$ cat src/rtl/hazard_sequencer.sv
// hazard_sequencer: level-1 hazard scheduler (pits, spike trap, death/finish) stepped once per frame
//
// Ports:
//   ClkPort        system clock
//   Reset          asynchronous active-high reset
//   frame_tick     one-cycle pulse per frame; all game timing advances on it
//   start          level start / respawn request (level-sensitive)
//   x_pos, y_pos   player left x and bottom y in pixels
//   level_1_begin .. death   registered one-hot state flags
//   pit1_w, pit2_w current pit widths
//   death_pulse    one-cycle pulse on entry to the death state
//
// Optional macro HAZARD_CHECKPOINT_EN: respawn from the last checkpoint reached
// (INIT, PIT_OPENED_1 or PIT_OPENED_2) instead of always from INIT.
module hazard_sequencer #(
    parameter int TRIG1_X      = 150,
    parameter int PIT1_X       = 200,
    parameter int TRIG2_X      = 300,
    parameter int PIT2_X       = 360,
    parameter int PIT_W        = 64,
    parameter int PIT_STEP     = 4,
    parameter int SPIKE_TRIG_X = 460,
    parameter int SPIKE_X      = 500,
    parameter int SPIKE_W      = 40,
    parameter int SPIKE_DOWN   = 60,
    parameter int SPIKE_UP     = 30,
    parameter int FINISH_X     = 600,
    parameter int GROUND_Y     = 400
) (
    input  logic       ClkPort,
    input  logic       Reset,
    input  logic       frame_tick,
    input  logic       start,
    input  logic [9:0] x_pos,
    input  logic [9:0] y_pos,
    output logic       level_1_begin,
    output logic       init_1,
    output logic       pit_opening_1,
    output logic       pit_opened_1,
    output logic       pit_opening_2,
    output logic       pit_opened_2,
    output logic       spikes,
    output logic       spikes_opened,
    output logic       done,
    output logic       death,
    output logic [6:0] pit1_w,
    output logic [6:0] pit2_w,
    output logic       death_pulse
);
    // One-hot encoding so the state register bits are the flag outputs directly.
    typedef enum logic [9:0] {
        S_BEGIN  = 10'b00_0000_0001,
        S_INIT   = 10'b00_0000_0010,
        S_PO1    = 10'b00_0000_0100,
        S_PD1    = 10'b00_0000_1000,
        S_PO2    = 10'b00_0001_0000,
        S_PD2    = 10'b00_0010_0000,
        S_SPIKES = 10'b00_0100_0000,
        S_SO     = 10'b00_1000_0000,
        S_DONE   = 10'b01_0000_0000,
        S_DEATH  = 10'b10_0000_0000
    } state_t;

    state_t      state;
    logic [9:0]  flags;
    logic [7:0]  cnt;
    logic [10:0] x11;
    logic        grounded, hit1, hit2, hit_s, live, finish;
    logic [6:0]  w1_next, w2_next;
`ifdef HAZARD_CHECKPOINT_EN
    state_t      ckpt;
`endif

    assign flags = state;
    assign {death, done, spikes_opened, spikes, pit_opened_2, pit_opening_2,
            pit_opened_1, pit_opening_1, init_1, level_1_begin} = flags;

    // 11-bit compares keep edge+width sums from wrapping.
    assign x11      = {1'b0, x_pos};
    assign grounded = y_pos >= 10'(GROUND_Y);
    assign hit1     = grounded && x11 >= 11'(PIT1_X) && x11 < 11'(PIT1_X) + {4'b0, pit1_w};
    assign hit2     = grounded && x11 >= 11'(PIT2_X) && x11 < 11'(PIT2_X) + {4'b0, pit2_w};
    assign hit_s    = grounded && state == S_SO && x11 >= 11'(SPIKE_X) && x11 < 11'(SPIKE_X + SPIKE_W);
    assign live     = |flags[7:2];
    assign finish   = x_pos >= 10'(FINISH_X);
    assign w1_next  = pit1_w >= 7'(PIT_W - PIT_STEP) ? 7'(PIT_W) : pit1_w + 7'(PIT_STEP);
    assign w2_next  = pit2_w >= 7'(PIT_W - PIT_STEP) ? 7'(PIT_W) : pit2_w + 7'(PIT_STEP);

    always_ff @(posedge ClkPort or posedge Reset) begin
        if (Reset) begin
            state       <= S_BEGIN;
            pit1_w      <= '0;
            pit2_w      <= '0;
            cnt         <= '0;
            death_pulse <= 1'b0;
`ifdef HAZARD_CHECKPOINT_EN
            ckpt        <= S_INIT;
`endif
        end else begin
            death_pulse <= 1'b0;
            if (state == S_BEGIN) begin
                // Level start is accepted on any cycle, tick or not.
                if (start) begin
                    state  <= S_INIT;
                    pit1_w <= '0;
                    pit2_w <= '0;
                    cnt    <= '0;
`ifdef HAZARD_CHECKPOINT_EN
                    ckpt   <= S_INIT;
`endif
                end
            end else if (frame_tick) begin
                // Death outranks every other transition, finish included.
                if (live && (hit1 || hit2 || hit_s)) begin
                    state       <= S_DEATH;
                    death_pulse <= 1'b1;
                end else begin
                    case (state)
                        S_INIT: if (x_pos >= 10'(TRIG1_X)) state <= S_PO1;
                        S_PO1: begin
                            pit1_w <= w1_next;
                            if (w1_next == 7'(PIT_W)) begin
                                state <= S_PD1;
`ifdef HAZARD_CHECKPOINT_EN
                                ckpt  <= S_PD1;
`endif
                            end
                        end
                        S_PD1: if (x_pos >= 10'(TRIG2_X)) state <= S_PO2;
                        S_PO2: begin
                            pit2_w <= w2_next;
                            if (w2_next == 7'(PIT_W)) begin
                                state <= S_PD2;
`ifdef HAZARD_CHECKPOINT_EN
                                ckpt  <= S_PD2;
`endif
                            end
                        end
                        S_PD2: begin
                            if (x_pos >= 10'(SPIKE_TRIG_X)) begin
                                state <= S_SPIKES;
                                cnt   <= '0;
                            end
                        end
                        S_SPIKES: begin
                            if (finish) state <= S_DONE;
                            else if (cnt == 8'(SPIKE_DOWN - 1)) begin
                                state <= S_SO;
                                cnt   <= '0;
                            end else cnt <= cnt + 8'd1;
                        end
                        S_SO: begin
                            if (finish) state <= S_DONE;
                            else if (cnt == 8'(SPIKE_UP - 1)) begin
                                state <= S_SPIKES;
                                cnt   <= '0;
                            end else cnt <= cnt + 8'd1;
                        end
                        S_DONE: if (start) state <= S_BEGIN;
                        S_DEATH: begin
                            if (start) begin
                                cnt    <= '0;
`ifdef HAZARD_CHECKPOINT_EN
                                state  <= ckpt;
                                pit1_w <= ckpt == S_INIT ? 7'd0 : 7'(PIT_W);
                                pit2_w <= ckpt == S_PD2 ? 7'(PIT_W) : 7'd0;
`else
                                state  <= S_INIT;
                                pit1_w <= '0;
                                pit2_w <= '0;
`endif
                            end
                        end
                        default: ;
                    endcase
                end
            end
        end
    end
endmodule
$ cat config.mk
export PLATFORM = sky130hd
export DESIGN_NAME = hazard_sequencer
export DESIGN_NICKNAME = d
export VERILOG_FILES = /design/src/rtl/hazard_sequencer.sv
export SDC_FILE = /design/constraint.sdc
export NUM_CORES = 1
export LEC_CHECK = 0
export CAP_MARGIN = 10
export CORE_ASPECT_RATIO = 0.6
export CORE_MARGIN = 3
export CORE_UTILIZATION = 46
export CTS_CLUSTER_DIAMETER = 60
export DETAILED_ROUTE_END_ITERATION = 7
export GPL_ROUTABILITY_DRIVEN = 0
export PLACE_DENSITY = 0.74
export SKIP_CTS_REPAIR_TIMING = 1
export SLEW_MARGIN = 5
export SYNTH_ARGS = -nofsm -noshare
export SYNTH_HDL_FRONTEND = slang
export SYNTH_SLANG_ARGS = --single-unit
$ cat constraint.sdc
create_clock -name ClkPort -period 2.8 [get_ports ClkPort]
set_input_delay 0.42 -clock ClkPort [delete_from_list [all_inputs] [get_ports ClkPort]]
set_output_delay 0.42 -clock ClkPort [all_outputs]
set_load 0.005 [all_outputs]
==> impl_results.md <==
* Mapped Area at 0.00280 mm2
* RSZ-0062 raised after global routing: yes
* Worst setup margin at -0.0563 ns
* Fillers at 432
* Area delta synth->final at 48.3%
* Area share of the largest cell type after synthesis at 28.6%
* Synth Register Bits at 33
* Startpoint Class: flip-flop
* Tcrit/Tclk final at 102%
* Max Slew Vio Count at 0
* R2r startpoint: pit2_w[4]
* Wire length of the first global-routing pass at 15200 um
* Die height at 66.4 um
* PD cells at 858 mW/mm2
* H-tree depth at 2
* Total wire length at 9760 um
* Total number of vias at 3255
* Fin crit period at 2.86 ns
* Hold slack at 0.512 ns
* Clock sink total at 33
* Initial antenna violation count at 0
* Vias per std cell at 6.25
* CTS tree: yes
* Most frequent cell after synthesis: dfrtp_1
* Clock transition at path regs at 0.07 ns
* Crit path max fanout at 10
* Initial DRC count at 387
* Distinct cells, synth at 65
* Global route overflow at 0
* Die area at 0.00708 mm2
* Arrival time at the worst endpoint at 3.06 ns
* Slew Limit Headroom at 39.1%
* Clk root buf: clkbuf_8
* Setup Skew at 0.00755 ns
* Post-synth top flop: dfrtp_1
* Leak at 1.78 nW
* Final setup vio count at 4
* Area contributors post-synth: dfrtp_1, ha_1, inv_1
* CTS Buffer Depth at 2
* Max cap viols at 0
* HPWL after detailed placement at 7420 um
* Syn_nets at 374
* Vias in the first global route at 3045
* Violated checks: negative setup slack
* Largest net degree at the start of global routing at 34
* Clock latency at the later pin of the worst-skew pair at 0.29 ns
* Setup Crit Path Kind: flip-flop to flip-flop
* Initial Util at 48.8%
* Syn_area_per_cell at 8.50 um2
* Sequential-to-total area share from yosys stat at 29.6%
* Yosys warns at 0
* Most frequent cells after synthesis: dfrtp_1, inv_1, ha_1, nand2_1, nor2_1
* Worst slew pin tran at 0.911 ns
* Final Hold Viols at 0
* Layout cell share with drive strength beyond 1 at 27.4%
* Gate Count Post-Synth at 329
* Std-Cell Rows at 21
* Port-buffer cells at 44
* First-pass iteration count of the detailed router at 5
* Crit path capture type: flip-flop
* Status: complete, but fails checks
* Number of remaining DRC errors at 0
* Antenna diodes at 0
* Routed Antenna Nets at 0
* # IOs at 49
* CP required at 3.01 ns
* Cts bufs inserted at 5
* Largest area contributor in the netlist: dfrtp_1
* EDFF count, synth at 0
* Post-Place Setup Slack at -0.383 ns
* FMAX at 0.350 GHz
* Gr usage total at 27.5%
* Critical path launch point: pit2_w[4]
* DR WL/cell at 18.7 um
* Core ar. at 0.00573 mm2
* Async SR Flop Fraction at 100%
* Worst VDD drop at 0.464 mV
* Nets at 485
* Die X at 107 um
* Hold Crit Class: input pin to async pin
[state kept, by name, summed over array words and instances, names as in the netlist]
name	count
cnt	8
death_pulse	1
flags	10
pit1_w	7
pit2_w	7
[layer usage]
metal	up-vias	wire, um	part of all wire (%)	track usage [%]
met5	-	0	0	0
met4	0	95	0.97	5.58
met3	20	1210	12	8.59
met2	214	4080	42	40.0
met1	1532	4380	45	39.8
li1	1489	-	-	-
[where the power goes]
part           switching (W)  total, W  internal [W]
Sequential          0.000165  0.000754      0.000589
Clock               0.000180  0.000357      0.000177
Combinational        0.00126   0.00244       0.00118
Total                0.00161   0.00356       0.00195
[layout make-up]
cell class                      instances  area (um2)  area share, %
Inverter                               31         116           2.81
Multi-Input combinational cell        250        2000           48.1
Clock buffer                            8        80.1           1.93
Tap cell                               80         100           2.41
Sequential cell                        33         831           20.0
Timing Repair Buffer                  119        1020           24.7
[worst paths after layout]
| check | to | slack, ns | depth (start not counted) |
|---|---|---|---|
| max in group asynchronous | pit1_w[5] | 1.94 | 3 |
| min in group ClkPort | cnt[0] | 0.54 | 1 |
| worst min-delay path | death_pulse | 0.51 | 3 |
| worst max-delay path | flags[8] | -0.06 | 12 |
| worst max register to register | flags[8] | -0.06 | 12 |
| worst min register to register | cnt[0] | 0.54 | 1 |
[metrics by stage]
step / area (um2) / total power, W / std cells / TNS [ns] / utilization (%)
CTS: 3900 / 0.00318 / 516 / -2.64 / 68.1
global placement: 3820 / 0.00274 / 508 / -6.07 / 66.7
detailed placement: 3820 / 0.00281 / 508 / -8.21 / 66.7
global route: 4150 / 0.00376 / 521 / -1.64 / 72.4
floorplan: 2810 / 0.00181 / 329 / -0.0283 / -
finish: 4150 / 0.00356 / 521 / -0.135 / 72.4
[critical path: stages (launching register included)]
cell and delay (ns):
dfrtp_2 0.45, a21oi_2 0.16, xnor2_1 0.10, ha_1 0.33, a21oi_2 0.15, o22ai_1 0.09
or3b_4 0.39, a41oi_4 0.23, o31ai_4 0.15, buf_4 0.18, a31oi_4 0.19, buf_12 0.15
mux2i_1 0.21
[placed cells by master (no fill, tap or decap), types with 5 or more instances in the layout]
cell type and instances:
nand2_1 18, inv_1 31, dfrtp_1 29, a21o_1 6, ha_1 18, nand3_1 13, nand2b_1 6, nor4_1 5
o21ai_0 14, a21oi_1 10, nor3_1 10, buf_4 72, a31oi_1 7, nand4_1 9, clkbuf_8 5, nor2_1 17
o22ai_1 7, and3_1 8, clkdlybuf4s50_1 44
[logic make-up (layout without fill, tap and decap cells)]
kind of cell | count (synthesis) | in the layout | synth area share, %
AO/OA/AOI/OAI | 102 | 102 | 27.7
XOR/XNOR | 8 | 8 | 2.51
adder cells (fa/ha/maj) | 21 | 21 | 9.40
buffers and inverters | 46 | 158 | 6.22
flip-flops | 33 | 33 | 29.6
multiplexers | 3 | 3 | 1.07
AND/OR/NAND/NOR | 116 | 116 | 23.5
(Power assumes the default switching activity.)
